--- src/rtl/mult_accumulator.sv ---
// Accumulates N_TERMS unsigned products per batch and hands the sum downstream over valid/ready.
// Optional macro MAC_SATURATE_EN: clamp acc_out to all-ones on carry instead of wrapping.
module mult_accumulator #(
    parameter int PW      = 8,
    parameter int ACC_W   = 10,
    parameter int N_TERMS = 4
) (
    input  logic             clk,
    input  logic             rst_n,
    input  logic             clear,
    input  logic [PW-1:0]    p_in,
    input  logic             in_valid,
    output logic             in_ready,
    output logic [ACC_W-1:0] acc_out,
    output logic             out_valid,
    input  logic             out_ready,
    output logic             overflow,
    output logic [7:0]       term_cnt
);

    typedef enum logic {ACCUM, DONE} state_t;

    state_t             r_state;
    state_t             w_next_state;
    logic               w_in_ready;
    logic               w_out_valid;
    logic               w_accept;
    logic               w_last;
    logic [ACC_W:0]     w_sum;
    logic [ACC_W-1:0]   w_acc_next;
    logic [ACC_W-1:0]   r_acc;
    logic               r_overflow;
    logic [7:0]         r_cnt;

`ifdef MAC_SATURATE_EN
    // Once a batch has carried, it stays pinned at full scale until the handoff.
    function automatic logic [ACC_W-1:0] sat_acc(input logic [ACC_W:0] sum, input logic sticky);
        return (sum[ACC_W] || sticky) ? {ACC_W{1'b1}} : sum[ACC_W-1:0];
    endfunction
`endif

    assign w_accept = in_valid && (r_state == ACCUM) && !clear;
    assign w_last   = (r_cnt == 8'(N_TERMS - 1));
    assign w_sum    = {1'b0, r_acc} + (ACC_W+1)'(p_in);

`ifdef MAC_SATURATE_EN
    assign w_acc_next = sat_acc(w_sum, r_overflow);
`else
    assign w_acc_next = w_sum[ACC_W-1:0];
`endif

    always_ff @(posedge clk or negedge rst_n) begin
        if (!rst_n) r_state <= ACCUM;
        else        r_state <= w_next_state;
    end

    always_comb begin
        w_next_state = r_state;
        w_in_ready   = 1'b0;
        w_out_valid  = 1'b0;
        case (r_state)
            ACCUM: begin
                w_in_ready = 1'b1;
                if (w_accept && w_last) w_next_state = DONE;
            end
            DONE: begin
                w_out_valid = 1'b1;
                if (out_ready) w_next_state = ACCUM;
            end
            default: w_next_state = ACCUM;
        endcase
        if (clear) w_next_state = ACCUM;
    end

    // Handoff clears the accumulator so the next batch starts from zero one cycle later.
    always_ff @(posedge clk or negedge rst_n) begin
        if (!rst_n) begin
            r_acc      <= '0;
            r_overflow <= 1'b0;
            r_cnt      <= '0;
        end else if (clear) begin
            r_acc      <= '0;
            r_overflow <= 1'b0;
            r_cnt      <= '0;
        end else if (r_state == DONE && out_ready) begin
            r_acc      <= '0;
            r_overflow <= 1'b0;
        end else if (w_accept) begin
            r_acc      <= w_acc_next;
            r_overflow <= r_overflow | w_sum[ACC_W];
            r_cnt      <= w_last ? 8'd0 : r_cnt + 8'd1;
        end
    end

    assign in_ready  = w_in_ready;
    assign out_valid = w_out_valid;
    assign acc_out   = r_acc;
    assign overflow  = r_overflow;
    assign term_cnt  = r_cnt;

endmodule

--- config.mk ---
export PLATFORM = sky130hd
export DESIGN_NAME = mult_accumulator
export DESIGN_NICKNAME = d
export VERILOG_FILES = /design/src/rtl/mult_accumulator.sv
export SDC_FILE = /design/constraint.sdc
export NUM_CORES = 1
export LEC_CHECK = 0
export ABC_AREA = 1
export CAP_MARGIN = 10
export CORE_MARGIN = 2
export CORE_UTILIZATION = 49
export DETAILED_ROUTE_END_ITERATION = 7
export PLACE_DENSITY = 0.79
export SLEW_MARGIN = 10
export SYNTH_ARGS = -nofsm -noshare
export SYNTH_HDL_FRONTEND = slang
export SYNTH_SLANG_ARGS = --single-unit
--- constraint.sdc ---
create_clock -name clk -period 2.1 [get_ports clk]
set_input_delay 0.42 -clock clk [delete_from_list [all_inputs] [get_ports clk]]
set_output_delay 0.42 -clock clk [all_outputs]
set_load 0.02 [all_outputs]
**Word level (Yosys, flattened, before mapping)**

Index checks and enable logic that the tools add are counted.

- Multiplexer cells: 16
- Add/subtract/negate cells: 2
- Equal/unequal tests: 2
- Reduce and logical (&&, ||, !) cells: 8
- Bitwise gates (word level): 2

Operator list:

| cell | number |
|---|---|
| two-way mux 8 bit | 4 |
| two-way mux 10 bit | 3 |
| adder 10 x 8 -> 11 bit | 1 |
| adder 8 x 1 -> 8 bit (second input constant) | 1 |
| equality test 8 x 2 -> 1 bit (second input constant) | 1 |
| two-way mux 1 bit | 8 |
| logical AND 1 bit | 4 |
| nonzero test 3 bit | 1 |
| != test 2 bit (second input constant) | 1 |
| case mux 1 bit (2 select lines) | 1 |
| AND reduction 2 bit | 1 |
| nonzero test 2 bit | 1 |
| logical NOT 1 bit | 1 |
| inverter 1 bit | 1 |
| OR 1 bit | 1 |

- Bits in registers: 20
- Word-level logic and storage cells: 34
- Output and inout bits: 21

**Depth between registers and ports, before layout**

Gate-level depths: netlist of run 1.

- Word-level depth: 7
- Depth in mapped cells: 10
- Mapped depth without buffers: 10

**Worst setup path after synthesis of run 1**

Ideal clock, no wire load.

- Path type: register to register
- From: register r_acc[0] (netlist: acc_out[0])
- To: register r_acc[8] (netlist: acc_out[8])
- Stages on the path, launching flop included: 10
- Data arrival time: 1.645 ns
- Library setup time: 0.117 ns
- Slack: 0.337 ns
- Data required time: 1.983 ns
- Path buffers: 0
- Cell sequence: dfrtp_1 -> ha_1 -> inv_1 -> fa_1 -> o21ai_2 -> nand2_2 -> nand2_2 -> nand2_1 -> nand3_1 -> nand2_1

- Word-level cells in the longest chain between the ends: 4

RTL lines:

| element | line | source |
|---|---|---|
| start: declaration | 31 | `logic [ACC_W-1:0] r_acc;` |
| start signal: assignment | 89 | `r_acc <= w_acc_next;` |
| adder 10 x 8 -> 11 bit | 44 | `assign w_sum = {1'b0, r_acc} + (ACC_W+1)'(p_in);` |
| two-way mux 10 bit | 88 | `end else if (w_accept) begin` |
| two-way mux 10 bit | 85 | `end else if (r_state == DONE && out_ready) begin` |
| two-way mux 10 bit | 81 | `end else if (clear) begin` |

No other way between the ends. The select of a mux whose other input is x is not followed.
A chain may end at the register's enable or synchronous reset.

**Final worst setup path of run 1**

- From: input p_in[0]
- To: register r_acc[8] (netlist: acc_out[8])

- Word-level cells in the longest chain between the ends: 4

RTL lines:

| element | line | source |
|---|---|---|
| start: declaration | 11 | `input logic [PW-1:0] p_in,` |
| adder 10 x 8 -> 11 bit | 44 |  |
| two-way mux 10 bit | 88 |  |
| two-way mux 10 bit | 85 |  |
| two-way mux 10 bit | 81 |  |

No other way between the ends. The select of a mux whose other input is x is not followed.

==> results of run 1 <==
[worst max-delay path, delay by kind of cell]
family                   cells  cell delay (ns)
AO/OA/AOI/OAI                1             0.25
adder cells (fa/ha/maj)      2             0.57
buffers and inverters        2             0.51
AND/OR/NAND/NOR              5             0.35
[cell usage after synthesis]
| master | instances | area (um2) |
|---|---|---|
| a211oi_1 | 1 | 7.51 |
| a21boi_0 | 1 | 7.51 |
| a21o_1 | 1 | 7.51 |
| a21oi_1 | 5 | 25.0 |
| a21oi_2 | 1 | 8.76 |
| clkinv_1 | 1 | 3.75 |
| dfrtp_1 | 20 | 500 |
| fa_1 | 1 | 20.0 |
| ha_1 | 9 | 113 |
| inv_1 | 23 | 86.3 |
| inv_2 | 3 | 11.3 |
| nand2_1 | 55 | 206 |
| nand2_2 | 2 | 12.5 |
| nand2_4 | 2 | 22.5 |
| nand3_1 | 13 | 65.1 |
| nand3_2 | 2 | 20.0 |
| nand3b_1 | 4 | 30.0 |
| nand4_1 | 4 | 25.0 |
| nor2_1 | 14 | 52.6 |
| nor2_2 | 1 | 6.26 |
| nor2_4 | 2 | 22.5 |
| nor3_1 | 1 | 5.00 |
| o21ai_0 | 5 | 25.0 |
| o21ai_1 | 1 | 5.00 |
| o21ai_2 | 2 | 17.5 |
| o22ai_1 | 4 | 25.0 |
| o31ai_1 | 1 | 7.51 |
| xnor2_1 | 1 | 8.76 |
| xor2_1 | 4 | 35.0 |
[flip-flops by register name, summed over array words and instances (netlist names)]
name / flops
acc_out: 10
term_cnt: 8
overflow: 1
r_state: 1
[where the power goes]
group | total (W) | switching (W) | internal [W]
clock | 0.000241 | 0.000134 | 0.000106
sequential | 0.000432 | 0.0000237 | 0.000408
combinational | 0.000310 | 0.000174 | 0.000136
total | 0.000982 | 0.000332 | 0.000650
[through the flow]
stage                     setup slack (ns)  setup TNS (ns)  hold slack, ns  utilization (%)
after floorplan                      0.337               0           0.124                -
after global placement             -0.0678          -0.178           0.493             65.2
after detailed placement            -0.122          -0.325           0.502             65.2
after CTS                            0.212               0           0.438             66.5
after global routing                 0.121               0           0.465             66.5
final                                0.222               0           0.430             66.5
[metal layers]
layer | up-vias | global-route usage [%]
met5 | - | 0
met4 | 0 | 9.30
met3 | 5 | 2.95
met2 | 37 | 35.8
met1 | 610 | 27.8
li1 | 678 | -
[logic make-up after synthesis]
| family | Yosys count | share of synthesized area [%] |
|---|---|---|
| simple gates | 100 | 33.8 |
| compound gates | 22 | 9.86 |
| fa+ha+maj | 10 | 9.59 |
| buf+inv | 27 | 7.33 |
| flops | 20 | 36.2 |
| xor+xnor | 5 | 3.17 |
[layout make-up]
cell class	count	share of cell area [%]
Tap cell	31	2.15
Multi-Input combinational cell	137	43.3
Timing Repair Buffer	35	19.2
Inverter	27	5.62
Sequential cell	20	27.8
Clock buffer	4	2.01
[final timing paths]
path                                           to  cells past startpoint
hold / removal             acc_out[4]$_DFFE_PN0P_                      2
hold reg to reg            acc_out[5]$_DFFE_PN0P_                      2
setup reg to reg           acc_out[8]$_DFFE_PN0P_                      9
max in group asynchronous  acc_out[6]$_DFFE_PN0P_                      2
min in group clk           acc_out[5]$_DFFE_PN0P_                      2
setup / recovery           acc_out[8]$_DFFE_PN0P_                     10
[layout by cell type, fill, tap and decap left out, drive strengths merged, types with 2 or more instances in the layout]
cell type      netlist  layout
inv                 26      26
o22ai                4       4
nand3               15      15
o21ai                8       8
xor2                 4       4
dfrtp               20      20
nor2                17      17
clkbuf               0       4
nand2               59      59
a21oi                6       6
buf                  0       2
ha                   9       9
clkdlybuf4s50        0      33
nand4                4       4
nand3b               4       4
==> flow_summary.json, run 1 <==
{
  "worstMarginPinSlew_ns": 0.292,
  "core_um2": 2710,
  "grt_max_degree": 21,
  "fp-row-count": 19,
  "finalSetupViolCount": 0,
  "ant_nets": 0,
  "viasPerCell": 5.24,
  "ioPinCount": 34,
  "instances_no_fill": 254,
  "worstSetupPathType": "input pin to flop",
  "grtUsageTotal_pct": 21.4,
  "io_buffers": 33,
  "postCtsHoldBufs": 0,
  "highest_layer": "met4",
  "drive_gt1_share_pct": 9.42,
  "h-tree-depth": 1,
  "max_stage_delay_ns": 0.46,
  "drtIter0Drc": 73,
  "ys_ff_latch": 20,
  "syn_inst": 184,
  "relSlewSlack_pct": 80.5,
  "gp_congestion": 0.827,
  "clk_path_buf_depth": 2,
  "routed_wl_um": 3140,
  "tritoncts.num_buffers": 3,
  "drc": 0,
  "clkSlewWorstSetupHoldPaths_ns": 0.12,
  "clock_skew_ns": 0.00143,
  "grt_pass1_vias": 1312,
  "wl_met3_um": 116,
  "clock_latency_ns": 0.32,
  "r2r-start": "acc_out[0]$_DFFE_PN0P_",
  "status": "finished clean",
  "chipWidth_um": 57.1,
  "final_cell_area_um2": 1800,
  "min_path_type": "input pin to asynchronous set/reset pin",
  "leakagePower_nw": 0.882,
  "synth_cell_types": 29,
  "cts_sinks": 20,
  "crit_path_cell_trace": "clkdlybuf4s50_1 -> ha_1 -> inv_1 -> fa_1 -> o21ai_2 -> nand2_2 -> nand2_2 -> nand2_1 -> nand3_1 -> nand2_1",
  "multiInputGateArea_um2": 781,
  "vias": 1330,
  "synthToLayoutAreaGrowth_pct": 30.4,
  "slowest_stage": "clkdlybuf4s50_1",
  "firstDrtPassIters": 7,
  "drv_cap": 0,
  "die_y_um": 57.1,
  "rsz0062_at_grt": "false",
  "rrSetupSlack_ns": 0.37,
  "initial_core_util_pct": 51.0,
  "cts_setup_buffers": 0,
  "path_max_fanout": 4,
  "fmax_ghz": 0.532,
  "power.density_nw_per_um2": 545,
  "gr-total-overflow": 0,
  "cp.required_ns": 2.32,
  "layout_min_cycle_time_ns": 1.88,
  "grt_pass1_wl_um": 5550,
  "dp_cells": 250,
  "cts_tree": "yes",
  "startpoint": "p_in[0]",
  "dp_hpwl_um": 2410,
  "wl_per_cell_um": 12.4,
  "ys_warn_count": 0,
  "report.final.slew_viol_count": 0,
  "avgSynthCellArea_um2": 7.51,
  "crit_path_end_kind": "flop",
  "yosysSeqAreaShare_pct": 36.2,
  "wl_met2_um": 1490,
  "hold_viol": 0,
  "ff_latch_area_um2": 500,
  "cp.arrival_ns": 2.10,
  "fillerInstances": 253,
  "met1Wirelength_um": 1480,
  "antenna_found_initial": 0,
  "cts-root-buf": "clkbuf_4",
  "synth_fp_nets": 207,
  "start_kind": "input pin",
  "placed_area_um2": 1770,
  "synth.cell_area_um2": 1380,
  "finalCritPeriodShare_pct": 89.4,
  "die-area_um2": 3260,
  "nNetsFinal": 247,
  "power_w": 0.000982,
  "vdd_drop_max_mv": 0.376,
  "diodes": 0,
  "cts_resized": 0
}
No activity file was read; power rests on OpenSTA's default activity.
==> run 2, diff against run 1 <==
Settings changed: CORE_UTILIZATION 49 to 51, CTS_BUF_LIST set to sky130_fd_sc_hd__clkbuf_4 sky130_fd_sc_hd__clkbuf_8, PLACE_DENSITY 0.79 to 0.82.
==> run 2 against run 1 <==
  * Die area decreased by 3.7%
  * Clock skew up 0.011 ns
  * Combinational power about the same
  * Register-to-register slack gained 0.02 ns
  * First-iteration DRC count down 64%
  * Critical path depth fell by 8
  * Critical endpoint is now in_ready
  * Highest routed layer unchanged
==> flow_summary.json, run 2 (same netlist as run 1, synthesis figures left out) <==
{
  "clock_latency_ns": 0.32,
  "clk_path_buf_depth": 2,
  "hold_ws_ns": 0.427,
  "r2r_end": "acc_out[6]$_DFFE_PN0P_",
  "r2r-start": "acc_out[0]$_DFFE_PN0P_",
  "drc": 0,
  "highest_layer": "met4",
  "status": "finished clean",
  "fin_ws_ns": 0.223,
  "rsz0062_at_grt": "false",
  "dp_hpwl_um": 2480,
  "clkSlewWorstSetupHoldPaths_ns": 0.13,
  "io_buffers": 33,
  "die_y_um": 56.1,
  "rr_worst_depth": 9,
  "tritoncts.num_buffers": 3,
  "min_path_type": "input pin to asynchronous set/reset pin",
  "power.density_nw_per_um2": 543,
  "vias": 1309,
  "h-tree-depth": 1,
  "postCtsHoldBufs": 0,
  "dp_slack_ns": -0.0964,
  "gp_congestion": 0.835,
  "start_kind": "flop",
  "instances_no_fill": 253,
  "grt_pass1_vias": 1324,
  "fp-row-count": 18,
  "fillerInstances": 203,
  "synthToLayoutAreaGrowth_pct": 30.3,
  "met1Wirelength_um": 1460,
  "ant_nets": 0,
  "cp.required_ns": 1.68,
  "firstDrtPassIters": 4,
  "worstSetupPathType": "flop to primary output",
  "wl_met3_um": 152,
  "grt_pass1_wl_um": 5540,
  "drtIter0Drc": 26,
  "grtUsageTotal_pct": 21.8,
  "drive_gt1_share_pct": 9.42,
  "vdd_drop_max_mv": 0.463,
  "cts_tree": "yes",
  "clock_skew_ns": 0.0121,
  "cts_setup_buffers": 0,
  "grt_max_degree": 21,
  "chipWidth_um": 56.1,
  "layout_min_cycle_time_ns": 1.88,
  "startpoint": "r_state$_DFF_PN0_",
  "worstMarginPinSlew_ns": 0.327,
  "report.final.slew_viol_count": 0,
  "wl_per_cell_um": 12.6,
  "leakagePower_nw": 0.882,
  "wl_met2_um": 1530,
  "ioPinCount": 34,
  "antenna_found_initial": 0,
  "finalCritPeriodShare_pct": 89.4,
  "drv_cap": 0,
  "final_cell_mix": "nand2_1 (55), clkdlybuf4s50_1 (33), inv_1 (23)",
  "hold_viol": 0,
  "cts-root-buf": "clkbuf_4",
  "diodes": 0,
  "viasPerCell": 5.17,
  "crit_path_end_kind": "primary output",
  "setup_tns_ns": 0,
  "final_common_cell": "nand2_1",
  "gr-total-overflow": 0,
  "routed_wl_um": 3190,
  "rrSetupSlack_ns": 0.39,
  "cts_sinks": 20,
  "fmax_ghz": 0.533,
  "initial_core_util_pct": 54.8,
  "relSlewSlack_pct": 78.0,
  "critPathCapture": "in_ready",
  "cp.arrival_ns": 1.46,
  "largest_register_ffs": 10,
  "cts_resized": 0,
  "utilization_pct": 71.4,
  "nNetsFinal": 247,
  "die-area_um2": 3140,
  "core_um2": 2520,
  "path_max_fanout": 3,
  "finalSetupViolCount": 0,
  "dp_cells": 249
}
## run 2: report_power, final
group          switching (W)  internal, W
registers          0.0000240     0.000408
logic               0.000174     0.000135
clock network       0.000131     0.000106
## run 2: worst min path at each step
stage                           start                     end  slack [ns]  cells past startpoint
3_3_place_gp   acc_out[5]$_DFFE_PN0P_  acc_out[5]$_DFFE_PN0P_        0.49                      2
5_1_grt                         rst_n  acc_out[3]$_DFFE_PN0P_        0.45                      2
2_1_floorplan                   rst_n  acc_out[0]$_DFFE_PN0P_        0.12                      0
6_report                        rst_n  acc_out[3]$_DFFE_PN0P_        0.43                      2
3_5_place_dp   acc_out[5]$_DFFE_PN0P_  acc_out[5]$_DFFE_PN0P_        0.50                      2
4_1_cts                         rst_n  acc_out[3]$_DFFE_PN0P_        0.45                      2
## run 2: area by class of cell
class / instances / area (um2) / area share [%]
multi-input combinational: 137 / 781 / 43.3
inverter: 27 / 101 / 5.62
timing repair buffer: 35 / 345 / 19.2
clock buffer: 4 / 36.3 / 2.01
tap: 30 / 37.5 / 2.08
sequential: 20 / 500 / 27.8
## run 2: per-stage QoR
| step | cell area [um2] | power [W] |
|---|---|---|
| 5_1_grt | 1800 | 0.00103 |
| 6_report | 1800 | 0.000978 |
| 3_3_place_gp | 1770 | 0.000740 |
| 3_5_place_dp | 1770 | 0.000748 |
| 2_1_floorplan | 1380 | 0.000627 |
| 4_1_cts | 1800 | 0.000980 |
## run 2: layer usage
layer / up-vias / GRT usage [%]
met5: - / 0
met4: 0 / 6.80
met3: 5 / 3.49
met2: 37 / 36.3
met1: 593 / 28.8
li1: 674 / -
## run 2: worst max-delay path: stages (launching register included)
cell and delay, ns:
dfrtp_1 0.43, inv_2 0.10, clkdlybuf4s50_1 0.61
==> run 3, diff against run 2 <==
Settings changed: CORE_UTILIZATION 51 to 30, CTS_CLUSTER_SIZE set to 10, PLACE_DENSITY 0.82 to unset.
==> run 3 against run 2 <==
  * Fmax shrank 4.2%
  * Combinational power is 2% higher
  * Non-clock buffer count rose by 1
  * Register-to-register slack got worse by 0.03 ns
  * Sequential cell count is the same
  * Sequential power barely moved
==> flow_summary.json, run 3 (same netlist as run 1, synthesis figures left out) <==
{
  "cts-root-buf": "clkbuf_8",
  "final_cell_mix": "nand2_1 (55), clkdlybuf4s50_1 (33), inv_1 (23)",
  "fmax_ghz": 0.510,
  "instances_no_fill": 276,
  "rrSetupSlack_ns": 0.36,
  "rsz0062_at_grt": "false",
  "layout_min_cycle_time_ns": 1.96,
  "placed_area_um2": 1800,
  "tritoncts.num_buffers": 3,
  "cts_sinks": 20,
  "crit_path_end_kind": "flop",
  "postCtsHoldBufs": 0,
  "chipWidth_um": 71.9,
  "finalCritPeriodShare_pct": 93.3,
  "diodes": 0,
  "power.density_nw_per_um2": 606,
  "start_kind": "input pin",
  "clk_path_buf_depth": 2,
  "clkSlewWorstSetupHoldPaths_ns": 0.08,
  "ioPinCount": 34,
  "dp_hpwl_um": 2390,
  "grt_pass1_wl_um": 5290,
  "routed_wl_um": 3190,
  "final_common_cell": "nand2_1",
  "wl_per_cell_um": 11.6,
  "gr-total-overflow": 0,
  "vias": 1271,
  "clock_latency_ns": 0.26,
  "core_um2": 4380,
  "largest_register_ffs": 10,
  "fp-row-count": 24,
  "hold_viol": 0,
  "grtUsageTotal_pct": 12.9,
  "die_y_um": 71.9,
  "initial_core_util_pct": 31.5,
  "vdd_drop_max_mv": 0.245,
  "drive_gt1_share_pct": 9.82,
  "status": "finished clean",
  "ant_nets": 0,
  "relSlewSlack_pct": 79.7,
  "leakagePower_nw": 0.903,
  "gp_congestion": 0.830,
  "cts_tree": "yes",
  "drv_cap": 0,
  "path_max_fanout": 4,
  "drtIter0Drc": 51,
  "setup_tns_ns": 0,
  "die-area_um2": 5170,
  "finalSetupViolCount": 0,
  "cp.arrival_ns": 2.12,
  "drc": 0,
  "multiInputGateArea_um2": 788,
  "antenna_found_initial": 0,
  "cts_resized": 0,
  "report.final.slew_viol_count": 0,
  "dp_cells": 272,
  "nNetsFinal": 248,
  "worstSetupPathType": "input pin to flop",
  "fillerInstances": 461,
  "clock_skew_ns": 0.00433,
  "worstMarginPinSlew_ns": 0.305,
  "h-tree-depth": 1,
  "cp.required_ns": 2.26,
  "firstDrtPassIters": 4,
  "min_path_type": "input pin to asynchronous set/reset pin",
  "io_buffers": 33,
  "final_cell_area_um2": 1880,
  "utilization_pct": 42.9,
  "cts_setup_buffers": 0,
  "grt_max_degree": 21,
  "ff_latch_area_um2": 500,
  "grt_pass1_vias": 1189,
  "synthToLayoutAreaGrowth_pct": 35.9,
  "viasPerCell": 4.61
}
==> run 3: changes by cell type in the layout (fill, tap and decap cells not counted) <==
| cell | delta |
|---|---|
| buf_4 | +1 |
| o21ai_4 | +1 |
| bufinv_16 | +1 |
| o21ai_2 | -1 |
| clkbuf_4 | -3 |
| clkbuf_8 | +2 |
==> run 3: stage by stage <==
step	hold slack [ns]	setup slack [ns]	power, W
3_5_place_dp	0.502	-0.183	0.000750
3_3_place_gp	0.501	-0.123	0.000749
6_report	0.493	0.141	0.00114
4_1_cts	0.506	0.0995	0.00115
5_1_grt	0.523	0.000251	0.00121
2_1_floorplan	0.124	0.337	0.000627
==> run 3: path summary, 6_finish.rpt <==
check / from / to / cells past startpoint
max: p_in[0] / acc_out[8]$_DFFE_PN0P_ / 10
min: rst_n / acc_out[5]$_DFFE_PN0P_ / 2
max reg2reg: acc_out[0]$_DFFE_PN0P_ / acc_out[8]$_DFFE_PN0P_ / 9
min reg2reg: acc_out[5]$_DFFE_PN0P_ / acc_out[5]$_DFFE_PN0P_ / 2
max in group asynchronous: rst_n / term_cnt[1]$_DFFE_PN0P_ / 2
min in group clk: acc_out[5]$_DFFE_PN0P_ / acc_out[5]$_DFFE_PN0P_ / 2
==> run 3: final cells by class <==
| class | count | area share (%) |
|---|---|---|
| Clock buffer | 3 | 2.20 |
| Tap cell | 52 | 3.46 |
| Clock inverter | 1 | 1.60 |
| Inverter | 27 | 5.39 |
| Timing Repair Buffer | 36 | 18.8 |
| Multi-Input combinational cell | 137 | 41.9 |
| Sequential cell | 20 | 26.6 |
==> run 3: critical path, stage by stage <==
cell and delay [ns]:
clkdlybuf4s50_1 0.46, ha_1 0.17, inv_1 0.06, fa_1 0.43, o21ai_4 0.23, nand2_2 0.09
nand2_2 0.08, nand2_1 0.06, nand3_1 0.07, nand2_1 0.05
==> run 3: per-layer routing <==
metal  vias up  wire, um  share of wire, %  GRT usage, %
met5         -         0                 0             0
met4         0        27              0.85          4.19
met3         2       145               4.5          2.39
met2        24      1410                44          19.4
met1       569      1610                50          18.5
li1        676         -                 -             -
==> run 3: where the power goes <==
group | internal (W) | total (W) | leakage (nW) | switching [W]
Combinational | 0.000138 | 0.000315 | 0.595 | 0.000176
Sequential | 0.000408 | 0.000431 | 0.272 | 0.0000237
Clock | 0.000255 | 0.000393 | 0.0357 | 0.000138
